==> src/rtl/serial_sub_pkg.sv <==
// Shared definitions for the serial subtractor block.
//   SUB_WIDTH_DEFAULT : default operand/result width
//   sub_state_e       : controller states IDLE / RUN / DONE
package serial_sub_pkg;

  localparam int unsigned SUB_WIDTH_DEFAULT = 8;

  typedef enum logic [1:0] {
    ST_IDLE = 2'd0,
    ST_RUN  = 2'd1,
    ST_DONE = 2'd2
  } sub_state_e;

endpackage

==> src/rtl/full_subtractor.sv <==
// One-bit full subtractor cell.
//   i_a, i_b : minuend / subtrahend bit
//   i_br     : borrow in
//   o_d      : difference bit  a ^ b ^ br
//   o_br     : borrow out      (~a & b) | (~(a ^ b) & br)
module full_subtractor (
  input  logic i_a,
  input  logic i_b,
  input  logic i_br,
  output logic o_d,
  output logic o_br
);

  always_comb begin
    o_d  = i_a ^ i_b ^ i_br;
    o_br = (~i_a & i_b) | (~(i_a ^ i_b) & i_br);
  end

endmodule

==> src/rtl/serial_subtractor.sv <==
// Bit-serial subtractor: computes A - B - borrow_in, one bit per cycle, LSB first.
//   i_clk, i_rst_n   : clock (rising edge), async active-low reset
//   i_start          : capture operands in IDLE and begin
//   i_bitA, i_bitB   : minuend, subtrahend (WIDTH bits)
//   i_borrow         : borrow in
//   i_ack            : consumer acknowledge of a DONE result
//   o_busy           : high in RUN and DONE
//   o_done           : result valid, held until acknowledged
//   o_diff/o_borrow  : difference and borrow out
//   o_zero           : high when o_diff == 0
module serial_subtractor
  import serial_sub_pkg::*;
#(
  parameter int unsigned WIDTH = SUB_WIDTH_DEFAULT
) (
  input  logic             i_clk,
  input  logic             i_rst_n,
  input  logic             i_start,
  input  logic [WIDTH-1:0] i_bitA,
  input  logic [WIDTH-1:0] i_bitB,
  input  logic             i_borrow,
  input  logic             i_ack,
  output logic             o_busy,
  output logic             o_done,
  output logic [WIDTH-1:0] o_diff,
  output logic             o_borrow,
  output logic             o_zero
);

  localparam int unsigned CW = $clog2(WIDTH + 1);
  localparam logic [CW-1:0] LAST_BIT = CW'(WIDTH - 1);

  sub_state_e       state_q, state_d;
  logic [WIDTH-1:0] a_q, a_d;
  logic [WIDTH-1:0] b_q, b_d;
  logic [WIDTH-1:0] res_q, res_d;
  logic             br_q, br_d;
  logic [CW-1:0]    cnt_q, cnt_d;
  logic             busy_q, busy_d;
  logic             done_q, done_d;
  logic [WIDTH-1:0] diff_q, diff_d;
  logic             borrow_q, borrow_d;
  logic             zero_q, zero_d;

  logic             cell_d, cell_br;
  logic [WIDTH-1:0] res_shift;

  full_subtractor u_cell (
    .i_a  (a_q[0]),
    .i_b  (b_q[0]),
    .i_br (br_q),
    .o_d  (cell_d),
    .o_br (cell_br)
  );

  // Difference bits enter at the MSB so the first (LSB) bit lands at bit 0
  // after WIDTH shifts.
  assign res_shift = {cell_d, res_q[WIDTH-1:1]};

  always_comb begin
    state_d  = state_q;
    a_d      = a_q;
    b_d      = b_q;
    res_d    = res_q;
    br_d     = br_q;
    cnt_d    = cnt_q;
    busy_d   = busy_q;
    done_d   = done_q;
    diff_d   = diff_q;
    borrow_d = borrow_q;
    zero_d   = zero_q;

    case (state_q)
      ST_IDLE: begin
        if (i_start) begin
          a_d     = i_bitA;
          b_d     = i_bitB;
          br_d    = i_borrow;
          res_d   = '0;
          cnt_d   = '0;
          busy_d  = 1'b1;
          state_d = ST_RUN;
        end
      end
      ST_RUN: begin
        a_d   = a_q >> 1;
        b_d   = b_q >> 1;
        br_d  = cell_br;
        res_d = res_shift;
        cnt_d = cnt_q + CW'(1);
        // Final bit: publish the completed word directly from this cycle's
        // cell output so o_done rises on the WIDTH-th RUN edge.
        if (cnt_q == LAST_BIT) begin
          diff_d   = res_shift;
          borrow_d = cell_br;
          zero_d   = (res_shift == '0);
          done_d   = 1'b1;
          state_d  = ST_DONE;
        end
      end
      ST_DONE: begin
        if (i_ack) begin
          done_d  = 1'b0;
          busy_d  = 1'b0;
          state_d = ST_IDLE;
        end
      end
      default: begin
        state_d = ST_IDLE;
        done_d  = 1'b0;
        busy_d  = 1'b0;
      end
    endcase
  end

  always_ff @(posedge i_clk or negedge i_rst_n) begin
    if (!i_rst_n) begin
      state_q  <= ST_IDLE;
      a_q      <= '0;
      b_q      <= '0;
      res_q    <= '0;
      br_q     <= 1'b0;
      cnt_q    <= '0;
      busy_q   <= 1'b0;
      done_q   <= 1'b0;
      diff_q   <= '0;
      borrow_q <= 1'b0;
      zero_q   <= 1'b0;
    end else begin
      state_q  <= state_d;
      a_q      <= a_d;
      b_q      <= b_d;
      res_q    <= res_d;
      br_q     <= br_d;
      cnt_q    <= cnt_d;
      busy_q   <= busy_d;
      done_q   <= done_d;
      diff_q   <= diff_d;
      borrow_q <= borrow_d;
      zero_q   <= zero_d;
    end
  end

  assign o_busy   = busy_q;
  assign o_done   = done_q;
  assign o_diff   = diff_q;
  assign o_borrow = borrow_q;
  assign o_zero   = zero_q;

endmodule

==> config.mk <==
export PLATFORM = sky130hd
export DESIGN_NAME = serial_subtractor
export DESIGN_NICKNAME = d
export VERILOG_FILES = /design/src/rtl/serial_sub_pkg.sv /design/src/rtl/full_subtractor.sv /design/src/rtl/serial_subtractor.sv
export SDC_FILE = /design/constraint.sdc
export NUM_CORES = 1
export LEC_CHECK = 0
export BUFFER_PORTS_ARGS = -buffer_cell sky130_fd_sc_hd__buf_2
export CAP_MARGIN = 5
export CORE_ASPECT_RATIO = 1.4
export CORE_MARGIN = 3
export CORE_UTILIZATION = 40
export DETAILED_ROUTE_END_ITERATION = 6
export GPL_ROUTABILITY_DRIVEN = 0
export PLACE_DENSITY_LB_ADDON = 0.05
export SYNTH_ARGS = -nofsm -noshare
export SYNTH_HDL_FRONTEND = slang
export SYNTH_HIERARCHICAL = 1
export SYNTH_SLANG_ARGS = --single-unit
==> constraint.sdc <==
create_clock -name i_clk -period 1.4 [get_ports i_clk]
set_input_delay 0.28 -clock i_clk [delete_from_list [all_inputs] [get_ports i_clk]]
set_output_delay 0.28 -clock i_clk [all_outputs]
set_load 0.05 [all_outputs]
# Word level (Yosys, flattened, before mapping)
# Index checks and enable logic that the tools add are counted.
dict set report totals {
  elab_cells 54
  latch_bits 0
  romBits 0
  ff_bits 43
  inputBits 21
  memories 0
  mem_bits_rw 0
}
dict set report classes {
  magnitude_cmp 0
  div_mod_pow 0
  shifts 0
  reduce_logical 8
  eq_ne 6
  n_addsub 1
  muxes 19
  multipliers 0
  bitwise_logic 9
}
# operator count
set op_table {}
lappend op_table {{$pmux 8 s2} 3}
lappend op_table {{$mux 8} 3}
lappend op_table {{$reduce_and 3->1} 3}
lappend op_table {{$logic_not 8->1} 1}
lappend op_table {{$pmux 4 s2} 1}
lappend op_table {{$mux 2} 3}
lappend op_table {{$ne 2x2->1 const B} 3}
lappend op_table {{$pmux 1 s3} 2}
lappend op_table {{$pmux 2 s3} 1}
lappend op_table {{$add 4x1->4 const B} 1}
lappend op_table {{$eq 4x3->1 const B} 1}
lappend op_table {{$mux 1} 4}
lappend op_table {{$mux 4} 1}
lappend op_table {{$not 1->1} 4}
lappend op_table {{$reduce_and 2->1} 2}
lappend op_table {{$and 1x1->1} 2}
lappend op_table {{$eq 2x1->1 const B} 1}
lappend op_table {{$eq 2x2->1 const B} 1}
lappend op_table {{$logic_not 2->1} 1}
lappend op_table {{$pmux 1 s2} 1}
lappend op_table {{$reduce_bool 2->1} 1}
lappend op_table {{$xor 1x1->1} 2}
lappend op_table {{$or 1x1->1} 1}

# Logic depth before layout (Yosys ltp)
# Gate-level depths: netlist of the first run.
dict set report depth {
  depth_word 5
  ltp_mapped 6
  ltp_nobuf 5
}

# Cells and area by module
# The synthesis of the first run kept the hierarchy.
# module cells_per_inst n_inst seq_area_each_um2 area_each_um2
set modules_own_cells {}
lappend modules_own_cells {serial_subtractor 150 1 1051.0 1773.0}
lappend modules_own_cells {full_subtractor 4 1 0.0 31.3}

# Least setup slack after synthesis of the first run
# OpenSTA, ideal clock, no wires.
dict set report synth_path {
  path_kind {register -> register}
  startpoint {register cnt_q[0]}
  endpoint {register diff_q[7], in the netlist o_diff[7]}
  setup_time_ns 0.128
  arrival_time_ns 1.253
  path_buffers 1
  t_required_ns 1.272
  slack_ns 0.020
  period_less_slack_ns 1.380
  stages_incl_launch_ff 6
  path_cell_list {dfrtp_1 ha_1 nand2_1 nor3_4 buf_6 mux2_1}
}
dict set report synth_between {
  elab_chain_len 2
}
# item line_no
set synth_rtl {}
lappend synth_rtl {{start, declared} serial_subtractor.sv:38} ;# logic [CW-1:0] cnt_q, cnt_d;
lappend synth_rtl {{start signal, assigned} serial_subtractor.sv:135} ;# cnt_q <= cnt_d;
lappend synth_rtl {{$eq 4x3->1} serial_subtractor.sv:93} ;# if (cnt_q == LAST_BIT) begin
lappend synth_rtl {{$reduce_and 2->1 (no source line)} -}
lappend synth_rtl {{end signal, assigned} serial_subtractor.sv:138} ;# diff_q <= diff_d;
lappend synth_rtl {{end, declared} serial_subtractor.sv:41} ;# logic [WIDTH-1:0] diff_q, diff_d;
# Every way passes these cells.
# A chain may end at the register's enable or synchronous reset.

# Worst setup path in the final report of the first run
dict set report layout_path {
  startpoint {register cnt_q[0]}
  endpoint {register diff_q[6], in the netlist o_diff[6]}
}
# Same word-level chain as after synthesis.

==> metrics.yaml, run 1 <==
outcome:
  status: "complete, no violations"
synth:
  yosys.area_share.simple_pct: 9.92
  synth_compound_gate_area_share_pct: 18.7
  yosysSeqAreaShare_pct: 58.3
  synth_top_family_by_area: "compound AO/OA/AOI/OAI gates"
  synth_mux_area_share_pct: 6.80
  synth_top_area_share_pct: 58.3
  synthTopCellsByArea: "dfrtp_1 (58%), a22oi_1 (5.8%), a22o_1 (5.3%)"
  synth_cell_types: 31
  yosysWarnings: 6
  synthArstFlopShare_pct: 100
  synth-seq-cells: 42
  yosysTopAreaCell: "dfrtp_1"
  synthCells: 154
  ys.flop_type: "dfrtp_1"
  synth_edf_count: 0
  synth_area_um2: 1800
  synthXorXnorAreaFrac_pct: 0
  syn-num-nets: 177
  avgSynthCellArea_um2: 11.7
  yosys.area_share.adder_pct: 1.80
power:
  power_leakage_nw: 1.06
  ir_worst_vdd_v: 0.000794
  powerDensity_nw_per_um2: 2240
drt:
  first_pass_iters: 4
  drt-initial-drc-count: 22
  drc: 0
  vias: 1310
  viasPerCell: 5.08
  wl_per_cell_um: 14.3
  wl_um: 3680
  antenna_left: 0
grt:
  grt_overflow_total: 0
  grt.total_usage_pct: 15.6
  grt_pass1_vias: 1423
  grt_first_pass_wirelength_um: 6500
  grt_max_degree: 43
  antenna_found_initial: 0
sta:
  fin_ws_ns: 0.0203
  period_share_pct: 98.5
  fin_crit_ns: 1.38
  max_freq_mhz: 725
  rsz0062_at_grt: "true"
  hold_viol_final: 0
  finalSetupTns_ns: 0
  finalMaxSlewViolations: 0
  hold_ws_ns: 0.202
  setup_viol: 0
  skew_ns: 0.00446
  tightest_slew_ns: 0.373
  slew_headroom_pct: 75.0
clocking:
  path_clk_slew_ns: 0.08
  numClockSinks: 42
  cts_buffers: 5
  cts_tree: "yes"
  htree_levels: 2
  clock_tree.buffer_depth: 2
  cts_root_buf: "clkbuf_8"
  clk_latency_ns: 0.29
worst_setup_path:
  endpoint_kind: "flop"
  path_cells: "ha_2 -> nand2_2 -> nor3_4 -> buf_12 -> mux2_1"
  worst_path_largest_cell_delay_ns: 0.36
  cp_max_fo: 11
  critPathKind: "reg2reg"
  arrival_ns: 1.55
  crit_slowest_cell: "dfrtp_1"
  worst_setup_path_start_kind: "flop"
  cp_data_required_time_ns: 1.57
layout:
  diodes: 0
  ff_latch_area_um2: 1050
  fin_area_um2: 2240
  layout_common_cells: "dfrtp_1 (42), buf_2 (32), nand2_1 (18), o21ai_0 (16), a22oi_1 (14)"
  fill_cells: 404
  drive_gt1_share_pct: 33.8
  multiInputGateArea_um2: 699
  final_cells: 258
  nets: 220
  layout_commonest_cell: "dfrtp_1"
  syn2layout_area_growth_pct: 23.9
placement:
  dp_slack_ns: -0.00764
  placed_cells: 248
  dp_hpwl_um: 2610
  placedInstanceArea_um2: 2100
  port_buffers: 32
floorplan:
  io_pins: 33
  core_um2: 4270
  floorplan.initialDensity_pct: 42.2
  die_area_um2: 5360
  die_h_um: 85.5
  die_w_um: 62.8
  num_rows: 28
job:
  maxCapViolations: 0
min_path:
  worstHoldPathType: "in2reg"
-- synthesized netlist by cell type, types with 2 or more instances --
master,count
nand2_1,19
and3b_1,2
mux2_2,3
nor2b_1,2
dfrtp_1,42
nor2_1,4
a21oi_1,3
buf_2,2
clkbuf_1,3
buf_4,4
inv_1,4
nor4_1,2
a22o_1,11
a22oi_1,14
mux2_1,7
o21ai_0,17
-- metal layers --
metal / vias to the layer above / routed length [um] / track usage [%]
li1: 634 / - / -
met1: 647 / 1490 / 15.5
met2: 24 / 1990 / 30.4
met3: 5 / 143 / 4.37
met4: 0 / 52 / 5.42
met5: - / 0 / 0
-- kinds of logic after synthesis --
family,Yosys count
AOI/OAI and AO/OA,50
DFF,42
and+or+nand+nor,34
buffers and inverters,15
muxes,11
adders and majority gates,2
-- worst paths after layout --
check,start,endpoint,slack [ns],cells past startpoint
worst max-delay path,cnt_q[0]$_DFFE_PN0P_,o_diff[6]$_DFFE_PN0P_,0.02,5
worst min-delay path,i_bitB[7],b_q[7]$_DFFE_PN0P_,0.20,2
worst max register to register,cnt_q[0]$_DFFE_PN0P_,o_diff[6]$_DFFE_PN0P_,0.02,5
worst min register to register,a_q[1]$_DFFE_PN0P_,a_q[1]$_DFFE_PN0P_,0.48,2
max in group asynchronous,i_rst_n,b_q[0]$_DFFE_PN0P_,0.70,3
min in group asynchronous,i_rst_n,o_diff[5]$_DFFE_PN0P_,0.49,3
-- worst max-delay path: cells and delay by family (launching register included) --
family        cells  cell delay, ns
buf+inv           1            0.16
simple gates      2            0.22
mux               1            0.33
flops             1            0.36
fa+ha+maj         1            0.19
-- flip-flops by register name, summed over array words and instances, names as in the netlist --
signal and count:
b_q 8, res_q 7, o_diff 8, br_q 1, o_done 1, cnt_q 4
o_borrow 1, state_q 2, o_zero 1, a_q 8, o_busy 1
-- cell type report --
class | count | area share, %
Clock inverter | 1 | 0.224
Inverter | 4 | 0.672
Tap cell | 60 | 3.36
Timing Repair Buffer | 47 | 13.6
Multi-Input combinational cell | 97 | 31.3
Sequential cell | 42 | 47.0
Clock buffer | 7 | 3.86
-- stage by stage --
| step | total power, mW | util, % |
|---|---|---|
| floorplan | 3.56 | - |
| global placement | 4.13 | 49.1 |
| detailed placement | 4.19 | 49.1 |
| CTS | 5.02 | 51.7 |
| global route | 5.38 | 52.3 |
| finish | 5.02 | 52.3 |
-- repair_timing --
action,CTS,global route
setup endpoints to repair,18,18
endpoints found under the hold margin,42,0
resized for setup,1,9
pin swaps,1,0
hold buffers,1,0
buffers inserted,1,0
-- power by group --
group	internal [mW]	leakage (nW)	switching [mW]
Combinational	0.896	0.472	1.29
Sequential	1.71	0.538	0.339
Clock	0.398	0.0482	0.391
Power figures use the tool's default switching activity.
==> inputs of run 2 (changes only) <==
CORE_MARGIN = 5   (was 3)
==> metrics.yaml, run 2 (same netlist as run 1, synthesis figures left out) <==
outcome:
  status: "finished, violations left"
  violations: "negative setup slack"
clocking:
  cts_buffers: 5  # unchanged
  cts_tree: "yes"
  clk_latency_ns: 0.30  # about the same
  numClockSinks: 42  # unchanged
  cts_root_buf: "clkbuf_8"
  path_clk_slew_ns: 0.08  # about the same
  htree_levels: 2  # unchanged
  clock_tree.buffer_depth: 2  # unchanged
sta:
  period_share_pct: 101  # +2.3 points
  fin_ws_ns: -0.0115  # -0.0318 ns
  rsz0062_at_grt: "true"
  finalMaxSlewViolations: 0  # unchanged
  skew_ns: 0.00546  # +0.000993 ns
  hold_ws_ns: 0.202  # -0.000701 ns
  max_freq_mhz: 708  # -2.3%
  fin_crit_ns: 1.41  # +0.0318 ns
  setup_viol: 1  # +1
  tightest_slew_ns: 0.406  # +0.0331 ns
  hold_viol_final: 0  # unchanged
  slew_headroom_pct: 72.9  # -2.1 points
layout:
  diodes: 0  # unchanged
  layout_common_cells: "dfrtp_1 (42), buf_2 (32), nand2_1 (18), o21ai_0 (17), a22oi_1 (13)"
  syn2layout_area_growth_pct: 25.0
  fill_cells: 433  # +7.2%
  drive_gt1_share_pct: 34.2  # +0.33 points
  fin_area_um2: 2260  # +0.90%
  utilization_pct: 50.5  # -1.8 points
  nets: 221  # +0.45%
  layout_commonest_cell: "dfrtp_1"
grt:
  grt.total_usage_pct: 14.7  # -0.86 points
  grt_first_pass_wirelength_um: 6600  # +1.6%
  antenna_found_initial: 0  # unchanged
  grt_max_degree: 28  # -35%
  grt_overflow_total: 0  # unchanged
  grt_pass1_vias: 1392  # -2.2%
floorplan:
  die_w_um: 66.8  # +6.4%
  core_um2: 4460  # +4.4%
  io_pins: 33  # unchanged
  die_area_um2: 5970  # +11%
  floorplan.initialDensity_pct: 40.4  # -1.8 points
  num_rows: 29  # +3.6%
  die_h_um: 89.5  # +4.7%
worst_setup_path:
  cp_data_required_time_ns: 1.62  # +0.05 ns
  cp_max_fo: 3  # -8
  crit_slowest_cell: "fa_1"
  r2r-start: "a_q[0]$_DFFE_PN0P_"
  worst-path-buf-inv: 0  # -1
  reg2regPathDepth: 4  # -1
  endpoint_kind: "flop"
  rr_endpoint: "o_zero$_DFFE_PN0P_"
  path_cells: "fa_1 -> nor4_2 -> nand2_1 -> mux2i_1"
  critPathKind: "reg2reg"
  worst_path_largest_cell_delay_ns: 0.54  # +0.18 ns
  path_delay_family: "adder cells"
  worst_setup_path_start_kind: "flop"
  r2r_slack_ns: -0.01  # -0.03 ns
  arrival_ns: 1.63  # +0.08 ns
drt:
  wl_um: 3960  # +7.6%
  wl_per_cell_um: 15.2  # +6.3%
  first_pass_iters: 4  # unchanged
  drc: 0  # unchanged
  vias: 1333  # +1.8%
  drt-initial-drc-count: 27  # +23%
  viasPerCell: 5.11  # +0.59%
  antenna_left: 0  # unchanged
min_path:
  min-delay-start: "i_bitA[7]"
  hold-path-endpoint: "a_q[7]$_DFFE_PN0P_"
  min_path_cells: 2  # unchanged
  worstHoldPathType: "in2reg"
power:
  powerDensity_nw_per_um2: 2260  # +0.83%
  power_leakage_nw: 1.06  # +0.44%
  total_power_mw: 5.10  # +1.7%
  ir_worst_vdd_v: 0.000825  # +4.0%
job:
  maxCapViolations: 0  # unchanged
placement:
  placedInstanceArea_um2: 2120  # +1.1%
  dp_hpwl_um: 2860  # +9.5%
  port_buffers: 32  # unchanged
-- run 2: area by class of cell --
| type | instances | area, um^2 | area share [%] |
|---|---|---|---|
| clock inverters | 2 | 12.5 | 0.555 |
| flip-flops and latches | 42 | 1050 | 46.6 |
| clock buffers | 6 | 82.6 | 3.66 |
| multi-input cells | 97 | 693 | 30.7 |
| inverters | 4 | 15.0 | 0.666 |
| repair buffers | 48 | 324 | 14.4 |
| well taps | 62 | 77.6 | 3.44 |
-- run 2: worst max-delay path by stage --
| stage | from | to | slack, ns | cells after the start |
|---|---|---|---|---|
| 6_report | a_q[0]$_DFFE_PN0P_ | o_zero$_DFFE_PN0P_ | -0.01 | 4 |
| 5_1_grt | cnt_q[0]$_DFFE_PN0P_ | o_diff[5]$_DFFE_PN0P_ | -0.08 | 5 |
| 4_1_cts | a_q[0]$_DFFE_PN0P_ | o_zero$_DFFE_PN0P_ | -0.02 | 4 |
| 3_5_place_dp | state_q[0]$_DFFE_PN0P_ | res_q[3]$_DFFE_PN0P_ | -0.06 | 3 |
| 3_3_place_gp | state_q[0]$_DFFE_PN0P_ | cnt_q[1]$_DFFE_PN0P_ | -0.06 | 3 |
| 2_1_floorplan | cnt_q[0]$_DFFE_PN0P_ | o_diff[7]$_DFFE_PN0P_ | 0.02 | 5 |
-- run 2: stage by stage --
stage	instances	setup slack, ns	setup TNS, ns
6_report	261	-0.0115	-0.0115
3_5_place_dp	251	-0.0558	-0.509
3_3_place_gp	251	-0.0621	-0.433
4_1_cts	261	-0.0249	-0.0295
2_1_floorplan	154	0.0197	0
5_1_grt	261	-0.0798	-0.662
-- run 2: power breakdown --
group	internal, mW	switching [mW]	leakage [nW]
sequential	1.71	0.334	0.538
combinational	0.912	1.32	0.478
clock	0.397	0.433	0.0472
total	3.01	2.09	1.06
-- run 2: routing by layer --
metal / GRT usage, % / routed length, um / vias to the layer above
met3: 4.03 / 169 / 6
li1: - / - / 635
met4: 4.99 / 66 / 0
met5: 0 / 0 / -
met1: 17.4 / 1660 / 659
met2: 25.5 / 2070 / 33
-- run 2: worst register-to-register path, stage by stage (launching register included) --
cell and delay (ns):
dfrtp_1 0.40, fa_1 0.54, nor4_2 0.17, nand2_1 0.09, mux2i_1 0.14
-- run 2: repair_timing --
item	CTS	global route
hold endpoints to repair	15	0
buffers inserted	1	0
resized for setup	4	3
hold buffers	1	0
gates cloned	0	0
setup endpoints to repair	18	11
==> inputs of run 3 (changes only) <==
CORE_UTILIZATION = 50   (was 40)
clock period = 1.3 ns   (was 1.4 ns; I/O delays follow)
==> metrics.yaml, run 3 (same netlist as run 1, synthesis figures left out) <==
sta:
  hold_ws_ns: 0.186  # -0.0156 ns
  skew_ns: 0.00849  # +0.00303 ns
  period_share_pct: 109  # +8.0 points
  fin_crit_ns: 1.42  # +0.00371 ns
  finalMaxSlewViolations: 0  # unchanged
  setup_viol: 10  # +9
  hold_viol_final: 0  # unchanged
  slew_headroom_pct: 81.7  # +8.7 points
  rsz0062_at_grt: "true"
  tightest_slew_ns: 0.273  # -0.133 ns
  fin_ws_ns: -0.115  # -0.104 ns
  max_freq_mhz: 707  # -0.26%
power:
  ir_worst_vdd_v: 0.00146  # +77%
  total_power_mw: 6.04  # +18%
  powerDensity_nw_per_um2: 2530  # +12%
  power_leakage_nw: 1.15  # +8.3%
clocking:
  clk_latency_ns: 0.29  # about the same
  htree_levels: 2  # unchanged
  numClockSinks: 42  # unchanged
  cts_root_buf: "clkbuf_8"
  path_clk_slew_ns: 0.08  # about the same
  cts_buffers: 5  # unchanged
  cts_tree: "yes"
  clock_tree.buffer_depth: 2  # unchanged
layout:
  ff_latch_area_um2: 1050  # unchanged
  layout_common_cells: "dfrtp_1 (42), buf_2 (32), nand2_1 (18), buf_4 (16), o21ai_0 (15)"
  drive_gt1_share_pct: 38.6  # +4.5 points
  multiInputGateArea_um2: 739  # +6.7%
  diodes: 0  # unchanged
  nets: 230  # +4.1%
  layout_commonest_cell: "dfrtp_1"
  syn2layout_area_growth_pct: 32.4
  utilization_pct: 69.4  # +19 points
  fill_cells: 274  # -37%
  final_cells: 247  # -5.4%
placement:
  placed_cells: 236  # -6.0%
  dp_hpwl_um: 2680  # -6.4%
  port_buffers: 32  # unchanged
outcome:
  status: "finished, violations left"
  violations: "negative setup slack"
worst_setup_path:
  worst-path-buf-inv: 0  # unchanged
  crit_slowest_cell: "fa_1"
  path_delay_family: "adder cells"
  critPathKind: "reg2reg"
  cp_data_required_time_ns: 1.51  # -0.11 ns
  worst_setup_path_start_kind: "flop"
  worst_path_largest_cell_delay_ns: 0.54  # about the same
  cp_max_fo: 3  # unchanged
  arrival_ns: 1.63  # about the same
  path_cells: "fa_1 -> nor4_2 -> nand2_1 -> mux2i_1"
  r2r_slack_ns: -0.12  # -0.10 ns
  rr_endpoint: "o_zero$_DFFE_PN0P_"
  r2r-start: "a_q[0]$_DFFE_PN0P_"
  endpoint_kind: "flop"
  reg2regPathDepth: 4  # unchanged
floorplan:
  floorplan.initialDensity_pct: 52.4  # +12 points
  num_rows: 25  # -14%
  die_w_um: 60.8  # -9.0%
  die_h_um: 81.1  # -9.4%
  io_pins: 33  # unchanged
  core_um2: 3440  # -23%
  die_area_um2: 4930  # -18%
drt:
  wl_per_cell_um: 16.5  # +9.0%
  wl_um: 4080  # +3.1%
  drt-initial-drc-count: 66  # +140%
  drc: 0  # unchanged
  viasPerCell: 5.62  # +10%
  first_pass_iters: 4  # unchanged
  vias: 1388  # +4.1%
  antenna_left: 0  # unchanged
min_path:
  hold-path-endpoint: "b_q[7]$_DFFE_PN0P_"
  min-delay-start: "i_bitB[7]"
  min_path_cells: 2  # unchanged
  worstHoldPathType: "in2reg"
grt:
  grt_first_pass_wirelength_um: 6680  # +1.2%
  antenna_found_initial: 0  # unchanged
  grt.total_usage_pct: 18.1  # +3.4 points
  grt_max_degree: 43  # +54%
  grt_overflow_total: 0  # unchanged
  grt_pass1_vias: 1404  # +0.86%
job:
  maxCapViolations: 0  # unchanged
==> run 3: power by group <==
group | switching [mW] | leakage, nW | total [mW] | internal (mW)
combinational | 1.52 | 0.556 | 2.80 | 1.28
sequential | 0.373 | 0.538 | 2.21 | 1.84
clock | 0.419 | 0.0573 | 1.03 | 0.614
==> run 3: stage by stage <==
stage               instance area, um^2  worst slack (ns)  TNS (ns)
global placement                   2150            -0.130     -1.26
detailed placement                 2150            -0.143     -1.85
finish                             2390            -0.115    -0.964
global route                       2390            -0.236     -1.73
CTS                                2320            -0.162    -0.958
floorplan                          1810           -0.0690    -0.482
==> run 3: worst max path at each step <==
stage | from | endpoint | slack [ns] | cells after the start
after CTS | a_q[0]$_DFFE_PN0P_ | o_zero$_DFFE_PN0P_ | -0.16 | 4
after global routing | a_q[0]$_DFFE_PN0P_ | o_zero$_DFFE_PN0P_ | -0.24 | 4
after global placement | state_q[0]$_DFFE_PN0P_ | cnt_q[1]$_DFFE_PN0P_ | -0.13 | 3
after detailed placement | a_q[0]$_DFFE_PN0P_ | o_zero$_DFFE_PN0P_ | -0.14 | 4
after floorplan | cnt_q[0]$_DFFE_PN0P_ | o_diff[7]$_DFFE_PN0P_ | -0.07 | 5
final | a_q[0]$_DFFE_PN0P_ | o_zero$_DFFE_PN0P_ | -0.12 | 4
==> run 3: what timing repair did <==
item | in CTS | in global routing
setup endpoints to repair | 23 | 26
hold buffers | 1 | 0
pin swaps | 0 | 2
setup buffers | 1 | 1
cloned | 0 | 1
gates resized for setup | 10 | 10
hold endpoints to repair | 42 | 0
==> run 3: layer usage <==
metal | share of wire (%) | up-vias | wire [um] | global-route usage [%]
met4 | 1.5 | 0 | 62 | 6.51
li1 | - | 653 | - | -
met3 | 3.7 | 7 | 149 | 3.34
met5 | 0 | - | 0 | 0
met1 | 40 | 699 | 1630 | 23.0
met2 | 55 | 29 | 2250 | 30.3
==> run 3: final cells by class <==
type	count	area share [%]
clock buffers	6	3.46
clock inverters	1	1.26
inverters	4	0.629
multi-input cells	97	31.0
flip-flops and latches	42	44.0
well taps	40	2.10
repair buffers	57	17.6
